<file path="src/rtl/aes_pkg.sv">
// Shared encodings for the AES round controller: key-length codes, round
// counts and controller state type.
package aes_pkg;

  localparam logic [1:0] KL_128     = 2'b00;
  localparam logic [1:0] KL_192     = 2'b01;
  localparam logic [1:0] KL_256     = 2'b10;
  localparam logic [1:0] KL_ILLEGAL = 2'b11;

  localparam logic [3:0] NR_128 = 4'd10;
  localparam logic [3:0] NR_192 = 4'd12;
  localparam logic [3:0] NR_256 = 4'd14;

  typedef enum logic [2:0] {
    ST_IDLE,
    ST_LOAD,
    ST_ROUND,
    ST_FINAL,
    ST_DONE
  } state_t;

  // Illegal codes map to 0; callers gate on kl_legal() first.
  function automatic logic [3:0] nr_of(input logic [1:0] kl);
    logic [3:0] nr;
    case (kl)
      KL_128:  nr = NR_128;
      KL_192:  nr = NR_192;
      KL_256:  nr = NR_256;
      default: nr = 4'd0;
    endcase
    return nr;
  endfunction

  function automatic logic kl_legal(input logic [1:0] kl);
    return (kl != KL_ILLEGAL);
  endfunction

endpackage

</file>
<file path="src/rtl/aes_round_ctrl.sv">
// AES round sequencer: accepts a block, walks LOAD / ROUND x(Nr-1) / FINAL,
// then holds the result in DONE until the consumer takes it.
module aes_round_ctrl
  import aes_pkg::*;
(
  input  logic        clk,
  input  logic        reset,
  input  logic        in_valid,
  output logic        in_ready,
  input  logic [1:0]  key_len,
  input  logic        decrypt,
  input  logic        abort,
  output logic        out_valid,
  input  logic        out_ready,
  output logic        load,
  output logic        round_en,
  output logic        last_round,
  output logic        kx_en,
  output logic [3:0]  round_idx,
  output logic        mode_dec,
  output logic        busy,
  output logic        err,
  output logic [15:0] blk_cnt
);

  state_t      r_state;
  state_t      w_next;
  logic [3:0]  r_nr;
  logic [3:0]  r_cnt;
  logic        r_dec;
  logic        r_err;
  logic [15:0] r_blk_cnt;
  logic        w_accept;
  logic        w_legal;
  logic        w_in_flight;

  assign w_legal     = kl_legal(key_len);
  assign w_accept    = in_valid & in_ready;
  assign w_in_flight = (r_state == ST_LOAD) || (r_state == ST_ROUND) ||
                       (r_state == ST_FINAL);

  always_ff @(posedge clk or negedge reset) begin
    if (!reset) begin
      r_state <= ST_IDLE;
    end else begin
      r_state <= w_next;
    end
  end

  always_comb begin
    w_next = r_state;
    case (r_state)
      ST_IDLE:  if (w_accept && w_legal) w_next = ST_LOAD;
      ST_LOAD:  w_next = ST_ROUND;
      ST_ROUND: if (r_cnt == (r_nr - 4'd1)) w_next = ST_FINAL;
      ST_FINAL: w_next = ST_DONE;
      ST_DONE: begin
        if (out_ready) begin
          w_next = (w_accept && w_legal) ? ST_LOAD : ST_IDLE;
        end
      end
      default:  w_next = ST_IDLE;
    endcase
    if (abort && w_in_flight) begin
      w_next = ST_IDLE;
    end
  end

  always_comb begin
    in_ready   = 1'b0;
    out_valid  = 1'b0;
    load       = 1'b0;
    round_en   = 1'b0;
    last_round = 1'b0;
    kx_en      = 1'b0;
    round_idx  = '0;
    case (r_state)
      ST_IDLE: begin
        in_ready = 1'b1;
      end
      ST_LOAD: begin
        load      = 1'b1;
        kx_en     = 1'b1;
        round_idx = r_dec ? r_nr : 4'd0;
      end
      ST_ROUND: begin
        round_en  = 1'b1;
        kx_en     = 1'b1;
        round_idx = r_dec ? (r_nr - r_cnt) : r_cnt;
      end
      ST_FINAL: begin
        round_en   = 1'b1;
        last_round = 1'b1;
        round_idx  = r_dec ? 4'd0 : r_nr;
      end
      ST_DONE: begin
        out_valid = 1'b1;
        in_ready  = out_ready;
      end
      default: begin
        in_ready = 1'b0;
      end
    endcase
  end

  // Round counter runs 1..Nr-1 through ROUND; the index direction is applied
  // at the output so one counter serves both encrypt and decrypt.
  always_ff @(posedge clk or negedge reset) begin
    if (!reset) begin
      r_cnt <= '0;
    end else if (r_state == ST_LOAD) begin
      r_cnt <= 4'd1;
    end else if (r_state == ST_ROUND) begin
      r_cnt <= r_cnt + 4'd1;
    end else begin
      r_cnt <= '0;
    end
  end

  always_ff @(posedge clk or negedge reset) begin
    if (!reset) begin
      r_nr  <= '0;
      r_dec <= 1'b0;
      r_err <= 1'b0;
    end else begin
      r_err <= w_accept & ~w_legal;
      if (w_accept && w_legal) begin
        r_nr  <= nr_of(key_len);
        r_dec <= decrypt;
      end
    end
  end

  always_ff @(posedge clk or negedge reset) begin
    if (!reset) begin
      r_blk_cnt <= '0;
    end else if (out_valid && out_ready) begin
      r_blk_cnt <= r_blk_cnt + 16'd1;
    end
  end

  assign mode_dec = r_dec;
  assign busy     = (r_state != ST_IDLE);
  assign err      = r_err;
  assign blk_cnt  = r_blk_cnt;

endmodule
</file>
<file path="config.mk">
export PLATFORM = sky130hd
export DESIGN_NAME = aes_round_ctrl
export DESIGN_NICKNAME = d
export VERILOG_FILES = /design/src/rtl/aes_pkg.sv /design/src/rtl/aes_round_ctrl.sv
export SDC_FILE = /design/constraint.sdc
export NUM_CORES = 1
export LEC_CHECK = 0
export BUFFER_PORTS_ARGS = -buffer_cell sky130_fd_sc_hd__buf_2
export CORE_MARGIN = 2
export CORE_UTILIZATION = 53
export CTS_BUF_LIST = sky130_fd_sc_hd__clkbuf_16
export CTS_CLUSTER_SIZE = 28
export DETAILED_ROUTE_END_ITERATION = 16
export GPL_TIMING_DRIVEN = 0
export PLACE_DENSITY_LB_ADDON = 0.12
export SETUP_SLACK_MARGIN = 0.2
export SKIP_LAST_GASP = 1
export SLEW_MARGIN = 0
export SYNTH_ARGS = -nofsm -noshare
export SYNTH_HDL_FRONTEND = slang
export SYNTH_SLANG_ARGS = --single-unit
export TNS_END_PERCENT = 10
</file>
<file path="constraint.sdc">
create_clock -name clk -period 2.2 [get_ports clk]
set_clock_uncertainty 0.2 [all_clocks]
set_input_delay 0.11 -clock clk [delete_from_list [all_inputs] [get_ports clk]]
set_output_delay 0.11 -clock clk [all_outputs]
set_load 0.005 [all_outputs]
</file>
==> impl_metrics.env, run 1 <==
export IMPL_status="finished clean"
export IMPL_postLayoutCoreUtil=0.6908
export IMPL_start_util=0.5483
export IMPL_grt_max_degree=29
export IMPL_tns_ps=0
export IMPL_swShare=0.3351
export IMPL_ys_types=36
export IMPL_p_leak_nw=1.085
export IMPL_synthTopCellsByArea="dfrtp_1 43%, xnor2_1 9.0%, ha_1 7.6%"
export IMPL_die_area_um2=3569
export IMPL_drive_above_1_share=0.3081
export IMPL_p_switching_mw=0.6136
export IMPL_fp_dieH_um=59.74
export IMPL_cp_slowest_cell="or3b_4"
export IMPL_slew_headroom=0.5869
export IMPL_ir_worst_vdd_uv=494.3
export IMPL_critical_path_required_ps=1890
export IMPL_cts_root_buf="clkbuf_16"
export IMPL_syn_instance_count=162
export IMPL_grt_first_pass_wirelength_um=5451
export IMPL_synth_top_area_share=0.4255
export IMPL_synth_largest_area_cell="dfrtp_1"
export IMPL_synth_async_reset_ratio=1.000
export IMPL_first_global_vias=1261
export IMPL_h_tree_depth=1
export IMPL_worstPathMaxFanout=10
export IMPL_netlist_area_um2=1647
export IMPL_cp_cell_sequence="buf_6, or3b_4, buf_6, a211o_1, nand3_1, buf_2"
export IMPL_dp_slack_ps=331.3
export IMPL_netlist_top_cells_count="28 x dfrtp_1, 19 x nand2_1, 17 x xnor2_1"
export IMPL_multi_input_area_um2=887.1
export IMPL_first_pass_iters=4
export IMPL_drt_iter0_drc=46
export IMPL_crit_path_max_incr_delay_ps=370
export IMPL_grt_antenna_before_repair=0
export IMPL_clock_latency_ps=260
export IMPL_ys_ff_latch=28
export IMPL_finalCritPeriodShare=0.9048
export IMPL_area_growth_pct=25.99
export IMPL_dr_total_vias=1286
export IMPL_tightest_slew_ps=619.6
export IMPL_min_path_type="input pin to flop"
export IMPL_antenna_cells=0
export IMPL_rows=20
export IMPL_power_frac_seq=0.353
export IMPL_yosysWarnings=0
export IMPL_maxClockFrequency_mhz=502.4
export IMPL_hpwl_um=2230
export IMPL_gp_congestion=0.8045
export IMPL_fin_crit_ps=1991
export IMPL_total_power_mw=1.831
export IMPL_ant_nets=0
export IMPL_die_w_um=59.74
export IMPL_fillers=254
export IMPL_drc=0
export IMPL_cp_end_kind="output port"
export IMPL_post_drt_wl_per_cell_um=13.32
export IMPL_clock_sinks=28
export IMPL_start_kind="flop"
export IMPL_numCtsBuffers=3
export IMPL_ff_latch_area_um2=704.4
export IMPL_clockBufferDepth=2
export IMPL_nets=232
export IMPL_dpl_cell_area_um2=1868
export IMPL_cpMostUsedCell="buf_6"
export IMPL_yosys_most_used_dff="dfrtp_1"
export IMPL_grt_use_total=0.2022
export IMPL_wl_um=3249
export IMPL_port_buffers=36
export IMPL_yosysSeqAreaShare=0.4255
export IMPL_avgSynthCellArea_um2=10.16
export IMPL_synth_edf_count=0
export IMPL_fp_coreArea_um2=3003
export IMPL_crit_arrival_ps=1680
export IMPL_layout_setup_ws_ps=209.4
export IMPL_ios=37
export IMPL_clkSlewWorstSetupHoldPaths_ps=60
export IMPL_synth_most_common_cell="dfrtp_1"
export IMPL_grt_setup_unrepaired="yes"
export IMPL_power_density_nw_per_um2=882.8
export IMPL_path_class="flop to output port"
export IMPL_overflow=0
export IMPL_power_internal_mw=1.218
export IMPL_slew_viol_final=0
export IMPL_clkPwrFrac=0.218
export IMPL_maxCapViolCount=0
export IMPL_synth_nets=181
export IMPL_vias_per_cell=5.270
export IMPL_cts_tree="done"
export IMPL_final_area_um2=2074
export IMPL_hold_viol=0
export IMPL_power_frac_comb=0.429
export IMPL_setup_viol=0
layout make-up:
| type | instances | area share |
|---|---|---|
| Multi-Input combinational cell | 113 | 0.4276 |
| Buffer | 6 | 0.02171 |
| Tap cell | 33 | 0.01990 |
| Sequential cell | 28 | 0.3396 |
| Timing Repair Buffer | 46 | 0.1279 |
| Inverter | 15 | 0.02714 |
| Clock buffer | 3 | 0.03619 |
worst paths after layout:
check / startpoint / endpoint / slack [ps] / cells past startpoint
min in group asynchronous: reset / blk_cnt[5] / 200 / 2
setup / recovery: r_state[1] / round_idx[3] / 210 / 6
setup reg to reg: r_state[1] / blk_cnt[12] / 260 / 7
hold reg to reg: blk_cnt[15] / blk_cnt[15] / 260 / 1
max in group asynchronous: reset / r_cnt[0] / 1160 / 2
hold / removal: key_len[0] / r_nr[1] / 30 / 3
kinds of logic (layout without fill, tap and decap cells):
logic type / Yosys count / in the layout / synth area share
buffers and inverters: 21 / 70 / 0.05774
and+or+nand+nor: 63 / 63 / 0.2333
xor gates and xnor gates: 23 / 23 / 0.1223
AOI/OAI and AO/OA: 12 / 12 / 0.04635
muxes: 4 / 4 / 0.02659
adders and majority gates: 11 / 11 / 0.08815
DFF: 28 / 28 / 0.4255
per-layer routing:
metal / global-route usage / wire [um] / share of wire
met3: 0.02597 / 98 / 0.030
met2: 0.3789 / 1743 / 0.54
met5: 0 / 0 / 0
met1: 0.2380 / 1380 / 0.42
met4: 0.05714 / 25 / 0.0077
worst max-delay path: cells and delay by family (launching register included):
kind | cells | cell delay (ps)
simple gates | 2 | 460
buf+inv | 3 | 360
flops | 1 | 340
compound gates | 1 | 260
what timing repair did:
item	in CTS	in global routing
hold buffers	4	0
endpoints found under the hold margin	33	0
buffers inserted	6	0
setup endpoints to repair	3	8
pin swaps	0	1
gates resized for setup	10	3
power groups by stage:
stage / clock network, mW / registers [mW] / logic, mW
5_1_grt: 0.429 / 0.654 / 0.874
4_1_cts: 0.409 / 0.641 / 0.755
6_report: 0.399 / 0.646 / 0.785
3_5_place_dp: 0 / 0.669 / 0.651
2_1_floorplan: 0 / 0.656 / 0.461
3_3_place_gp: 0 / 0.666 / 0.626
stage by stage:
step / hold WS (ps) / cells
2_1_floorplan: -385.6 / 162
3_3_place_gp: -49.75 / 231
3_5_place_dp: -38.38 / 231
4_1_cts: 16.25 / 244
5_1_grt: 63.79 / 244
6_report: 33.06 / 244
cell usage in the layout (no fill, tap or decap), types with 2 or more instances in the layout:
cell type	instances
nor2b_1	2
nand3_1	6
dlygate4sd3_1	4
nand2_1	19
clkbuf_16	3
xnor2_1	17
dfrtp_2	3
dfrtp_1	25
xor2_1	6
nand4bb_1	2
o21ai_0	3
o31ai_1	2
clkbuf_1	2
buf_6	3
nor4_4	3
inv_1	14
ha_4	2
nor2_1	12
buf_4	6
and3_1	3
a21oi_1	2
buf_2	36
nand2b_1	2
ha_1	8
nor3_1	3
nand3b_1	2
mux2_2	3
state kept, by name, indices dropped and copies added, names as in the netlist:
name,count
err,1
blk_cnt,16
r_nr,3
r_state,3
mode_dec,1
r_cnt,4
No activity file was read; power rests on OpenSTA's default activity.
==> run 2, diff against run 1 <==
- ABC_AREA: not set -> 1
- CORE_UTILIZATION: 53 -> 55
==> impl_metrics.env, run 2 <==
export IMPL_numCtsBuffers=3
export IMPL_min_path_type="input pin to flop"
export IMPL_dr_total_vias=1699
export IMPL_ir_worst_vdd_uv=669.9
export IMPL_synth_nets=277
export IMPL_min_from="key_len[0]"
export IMPL_instances_no_fill=351
export IMPL_cts_tree="done"
export IMPL_tns_ps=0
export IMPL_die_w_um=62.01
export IMPL_slew_viol_final=0
export IMPL_clkSlewWorstSetupHoldPaths_ps=60
export IMPL_p_leak_nw=1.243
export IMPL_netlist_area_um2=1851
export IMPL_gp_congestion=0.8058
export IMPL_maxCapViolCount=0
export IMPL_tightest_slew_ps=636.7
export IMPL_status="finished clean"
export IMPL_grt_use_total=0.2224
export IMPL_fp_dieH_um=62.01
export IMPL_largest_reg_flops=16
export IMPL_drive_above_1_share=0.2197
export IMPL_synthAdderAreaFrac=0.07843
export IMPL_crit_arrival_ps=1650
export IMPL_yosys_area_share_xor_xnor=0.05206
export IMPL_hold_viol=0
export IMPL_antenna_cells=0
export IMPL_fillers=264
export IMPL_whs_endpoint="r_nr[1]"
export IMPL_worstRegToRegCells=7
export IMPL_cts_root_buf="clkbuf_16"
export IMPL_netlist_top_cells_count="88 x nand2_1, 37 x inv_1, 31 x nor2_1"
export IMPL_cp_end_kind="output port"
export IMPL_grt_first_pass_wirelength_um=6375
export IMPL_yosysSeqAreaShare=0.3786
export IMPL_overflow=0
export IMPL_rows=21
export IMPL_avgSynthCellArea_um2=7.173
export IMPL_setup_viol=0
export IMPL_ant_nets=0
export IMPL_yosysWarnings=0
export IMPL_hold_path_cell_count=3
export IMPL_synth_async_reset_ratio=1.000
export IMPL_syn_instance_count=258
export IMPL_synth_top_area_share=0.3786
export IMPL_startpoint="r_cnt[1]"
export IMPL_power_density_nw_per_um2=978.3
export IMPL_ys_types=25
export IMPL_clock_latency_ps=260
export IMPL_start_util=0.5634
export IMPL_muxShareOfSynthArea=0
export IMPL_first_global_vias=1458
export IMPL_wl_um=3809
export IMPL_ys_ff_latch=28
export IMPL_regToRegSetupSlack_ps=540
export IMPL_synth_most_common_cell="nand2_1"
export IMPL_rr_startpoint="blk_cnt[1]"
export IMPL_area_growth_pct=23.60
export IMPL_h_tree_depth=1
export IMPL_mostFrequentLayoutCells="85 x nand2_1, 36 x buf_2, 34 x inv_1, 30 x nor2_1, 25 x dfrtp_1"
export IMPL_dp_cells=340
export IMPL_maxClockFrequency_mhz=510.9
export IMPL_yosys_most_used_dff="dfrtp_1"
export IMPL_grt_setup_unrepaired="yes"
export IMPL_clockBufferDepth=2
export IMPL_reg2reg_to="blk_cnt[8]"
export IMPL_start_kind="flop"
export IMPL_grt_max_degree=29
export IMPL_clock_sinks=28
export IMPL_fin_crit_ps=1957
export IMPL_synth_compound_area_frac=0.06761
export IMPL_nets=326
export IMPL_synth_edf_count=0
export IMPL_yosys_area_share_simple=0.3340
export IMPL_fp_coreArea_um2=3284
export IMPL_drc=0
export IMPL_first_pass_iters=4
export IMPL_port_buffers=36
export IMPL_synth_top_family_by_area="simple AND/OR/NAND/NOR gates"
export IMPL_vias_per_cell=4.840
export IMPL_drt_iter0_drc=106
export IMPL_worstPathMaxFanout=5
export IMPL_critical_path_required_ps=1890
export IMPL_hpwl_um=2742
export IMPL_synthTopCellsByArea="dfrtp_1 38%, nand2_1 18%, inv_1 7.5%"
export IMPL_final_common_cell="nand2_1"
export IMPL_path_class="flop to output port"
export IMPL_synth_largest_area_cell="dfrtp_1"
export IMPL_finalCritPeriodShare=0.8897
export IMPL_die_area_um2=3845
export IMPL_grt_antenna_before_repair=0
export IMPL_ios=37
export IMPL_slew_headroom=0.5755
export IMPL_post_drt_wl_per_cell_um=10.85
run 2: cell count changes after synthesis, sizes merged, moves of 6 or more:
cell,previous run,this run
inv,15,40
nand3,6,12
nand2,19,89
xnor2,17,4
o21ai,5,17
nor2,12,33
run 2: worst max-delay path by stage:
stage,cells past startpoint,endpoint,slack (ps)
floorplan,10,r_state[0],660
global placement,11,round_idx[3],430
detailed placement,11,round_idx[3],420
CTS,6,round_idx[2],200
global route,6,round_idx[1],180
finish,6,round_idx[1],240
run 2: critical path, cell delays in order (launching register included):
cell and delay [ps]:
dfrtp_2 450, buf_6 130, fa_2 520, o21ai_2 50, nand2_1 50, o21ai_1 60, buf_2 120
run 2: area by class of cell:
class,count,area (um^2),share of cell area
inverters,40,150.1,0.06565
plain buffers,2,15.01,0.006565
multi-input cells,188,1031,0.4508
repair buffers,44,254.0,0.1111
clock buffers,3,75.07,0.03282
well taps,46,57.56,0.02516
flip-flops and latches,28,704.4,0.3080
run 2: repair_timing:
action | CTS | global route
gates resized for setup | 0 | 18
hold endpoints to repair | 32 | 0
endpoints found under the setup margin | 2 | 3
pin swaps | 0 | 6
buffers inserted | 1 | 3
hold buffers | 4 | 0
cloned | 0 | 0
run 2: layer usage:
layer  part of all wire  GRT usage  wire, um  vias up
met5                  0          0         0        -
met4              0.012    0.07599        46        0
met3              0.046    0.02899       175        5
met2               0.43     0.3304      1636       46
met1               0.51     0.3320      1951      752
li1                   -          -         -      896
run 2: kinds of logic after synthesis:
| kind of cell | count (synthesis) |
|---|---|
| xor gates and xnor gates | 11 |
| and+or+nand+nor | 142 |
| AOI/OAI and AO/OA | 24 |
| DFF | 28 |
| buffers and inverters | 42 |
| adders and majority gates | 11 |
run 2: per-stage QoR:
step / setup WS (ps) / hold WS, ps / power, mW / util / area [um^2]
after floorplan: 658.8 / -385.6 / 1.408 / - / 1851
after global placement: 432.7 / -29.35 / 1.702 / 0.6358 / 2088
after detailed placement: 424.8 / -34.48 / 1.716 / 0.6358 / 2088
after CTS: 198.9 / 21.71 / 2.139 / 0.6731 / 2211
after global routing: 181.7 / 48.28 / 2.472 / 0.6964 / 2287
final: 242.6 / 17.88 / 2.238 / 0.6964 / 2287
run 2: where the power goes:
part	switching (mW)	total (mW)	internal [mW]
Sequential	0.149	0.800	0.651
Clock	0.162	0.403	0.241
Combinational	0.588	1.03	0.446
Total	0.899	2.24	1.34
==> run 3, diff against run 2 <==
- RECOVER_POWER: not set -> 25
==> impl_metrics.env, run 3 (synthesis gave the netlist of run 2 again) <==
export IMPL_maxClockFrequency_mhz=510.9
export IMPL_cts_tree="done"
export IMPL_ir_worst_vdd_uv=669.8
export IMPL_p_switching_mw=0.9002
export IMPL_clock_sinks=28
export IMPL_power_density_nw_per_um2=978.2
export IMPL_swShare=0.4041
export IMPL_nets=326
export IMPL_fin_crit_ps=1957
export IMPL_cp_end_kind="output port"
export IMPL_h_tree_depth=1
export IMPL_area_growth_pct=23.06
export IMPL_power_frac_seq=0.360
export IMPL_vias_per_cell=4.855
export IMPL_layout_setup_ws_ps=242.6
export IMPL_postLayoutCoreUtil=0.6933
export IMPL_cp_buffers_inverters=2
export IMPL_p_leak_nw=1.220
export IMPL_min_path_type="input pin to flop"
export IMPL_tns_ps=0
export IMPL_final_common_cell="nand2_1"
export IMPL_critical_path_required_ps=1890
export IMPL_ios=37
export IMPL_fp_dieH_um=62.01
export IMPL_drc=0
export IMPL_first_global_vias=1458
export IMPL_port_buffers=36
export IMPL_first_pass_iters=4
export IMPL_overflow=0
export IMPL_clock_latency_ps=260
export IMPL_finalCritPeriodShare=0.8897
export IMPL_clockBufferDepth=2
export IMPL_fp_coreArea_um2=3284
export IMPL_hold_viol=0
export IMPL_clkSlewWorstSetupHoldPaths_ps=60
export IMPL_status="finished clean"
export IMPL_ant_nets=0
export IMPL_dr_total_vias=1704
export IMPL_clkPwrFrac=0.180
export IMPL_die_area_um2=3845
export IMPL_grt_first_pass_wirelength_um=6375
export IMPL_cp_cell_sequence="buf_6, fa_2, o21ai_2, nand2_1, o21ai_1, buf_2"
export IMPL_crit_path_max_incr_delay_ps=520
export IMPL_fillers=270
export IMPL_drt_iter0_drc=105
export IMPL_grt_use_total=0.2224
export IMPL_power_internal_mw=1.327
export IMPL_dp_slack_ps=424.8
export IMPL_slew_viol_final=0
export IMPL_holdWs_ps=18.13
export IMPL_worstPathMaxFanout=5
export IMPL_post_drt_wl_per_cell_um=10.90
export IMPL_start_util=0.5634
export IMPL_rows=21
export IMPL_grt_setup_unrepaired="yes"
export IMPL_cpLargestDelayFamily="adder cells"
export IMPL_instances_no_fill=351
export IMPL_wl_um=3826
export IMPL_grt_antenna_before_repair=0
export IMPL_setup_viol=0
export IMPL_maxCapViolCount=0
export IMPL_worstRegToRegCells=7
export IMPL_ff_latch_area_um2=704.4
export IMPL_gp_congestion=0.8058
export IMPL_numCtsBuffers=3
export IMPL_crit_arrival_ps=1650
export IMPL_multi_input_area_um2=1031
export IMPL_cp_slowest_cell="fa_2"
export IMPL_die_w_um=62.01
export IMPL_power_frac_comb=0.460
export IMPL_start_kind="flop"
export IMPL_tightest_slew_ps=708.5
export IMPL_cts_root_buf="clkbuf_16"
export IMPL_largest_reg_flops=16
export IMPL_cp_depth=6
export IMPL_path_class="flop to output port"
export IMPL_mostFrequentLayoutCells="85 x nand2_1, 34 x inv_1, 30 x nor2_1, 27 x buf_2, 25 x dfrtp_1"
export IMPL_slew_headroom=0.5277
export IMPL_hold_path_cell_count=3
export IMPL_grt_max_degree=29
export IMPL_antenna_cells=0
export IMPL_dp_cells=340
export IMPL_drive_above_1_share=0.1934
export IMPL_hpwl_um=2742
-- run 3: cell count changes in the layout (fill, tap and decap cells not counted) --
cell      before  now
buf_2         36   27
clkbuf_1       1    9
clkbuf_2       0    1
-- run 3: final cells by class --
type | instances | area share
buffer | 2 | 0.006593
clock buffer | 3 | 0.03297
inverter | 40 | 0.06593
multi-input combinational | 188 | 0.4527
sequential | 28 | 0.3093
tap | 46 | 0.02527
timing repair buffer | 44 | 0.1071
-- run 3: stage by stage --
step                instance area [um^2]  total power [mW]
detailed placement                  2088             1.716
floorplan                           1851             1.408
finish                              2277             2.228
global route                        2277             2.462
CTS                                 2211             2.139
global placement                    2088             1.702
-- run 3: metal layers --
layer / vias to the layer above / routed length (um) / track usage
met1: 755 / 1963 / 0.3320
met2: 49 / 1641 / 0.3304
met4: 0 / 46 / 0.07599
li1: 895 / - / -
met3: 5 / 175 / 0.02899
met5: - / 0 / 0
-- run 3: power by group through the flow --
stage | Clock [mW] | Combinational (mW) | Sequential [mW]
after floorplan | 0 | 0.630 | 0.778
after global placement | 0 | 0.909 | 0.793
after CTS | 0.420 | 0.935 | 0.784
final | 0.402 | 1.02 | 0.802
after detailed placement | 0 | 0.923 | 0.793
after global routing | 0.433 | 1.20 | 0.829
-- run 3: worst paths after layout --
kind / start / endpoint / slack (ps)
setup / recovery: r_cnt[1] / round_idx[1] / 240
hold / removal: key_len[0] / r_nr[1] / 20
setup reg to reg: blk_cnt[1] / blk_cnt[8] / 530
hold reg to reg: blk_cnt[3] / blk_cnt[3] / 330
max in group asynchronous: reset / r_cnt[1] / 1080
min in group asynchronous: reset / blk_cnt[4] / 230
-- run 3: worst reg2reg max path, delay by kind of cell, from the launching register on --
| kind | cells | cell delay, ps |
|---|---|---|
| AO/OA/AOI/OAI | 1 | 70 |
| buffers and inverters | 1 | 70 |
| XOR/XNOR | 1 | 150 |
| flip-flops | 1 | 390 |
| AND/OR/NAND/NOR | 3 | 430 |
| adder cells (fa/ha/maj) | 1 | 240 |
-- run 3: what timing repair did --
| action | in CTS | in global routing |
|---|---|---|
| pin swaps | 0 | 6 |
| hold buffers | 4 | 0 |
| resized for setup | 0 | 18 |
| setup buffers | 1 | 3 |
| hold endpoints to repair | 32 | 0 |
| endpoints found under the setup margin | 2 | 3 |
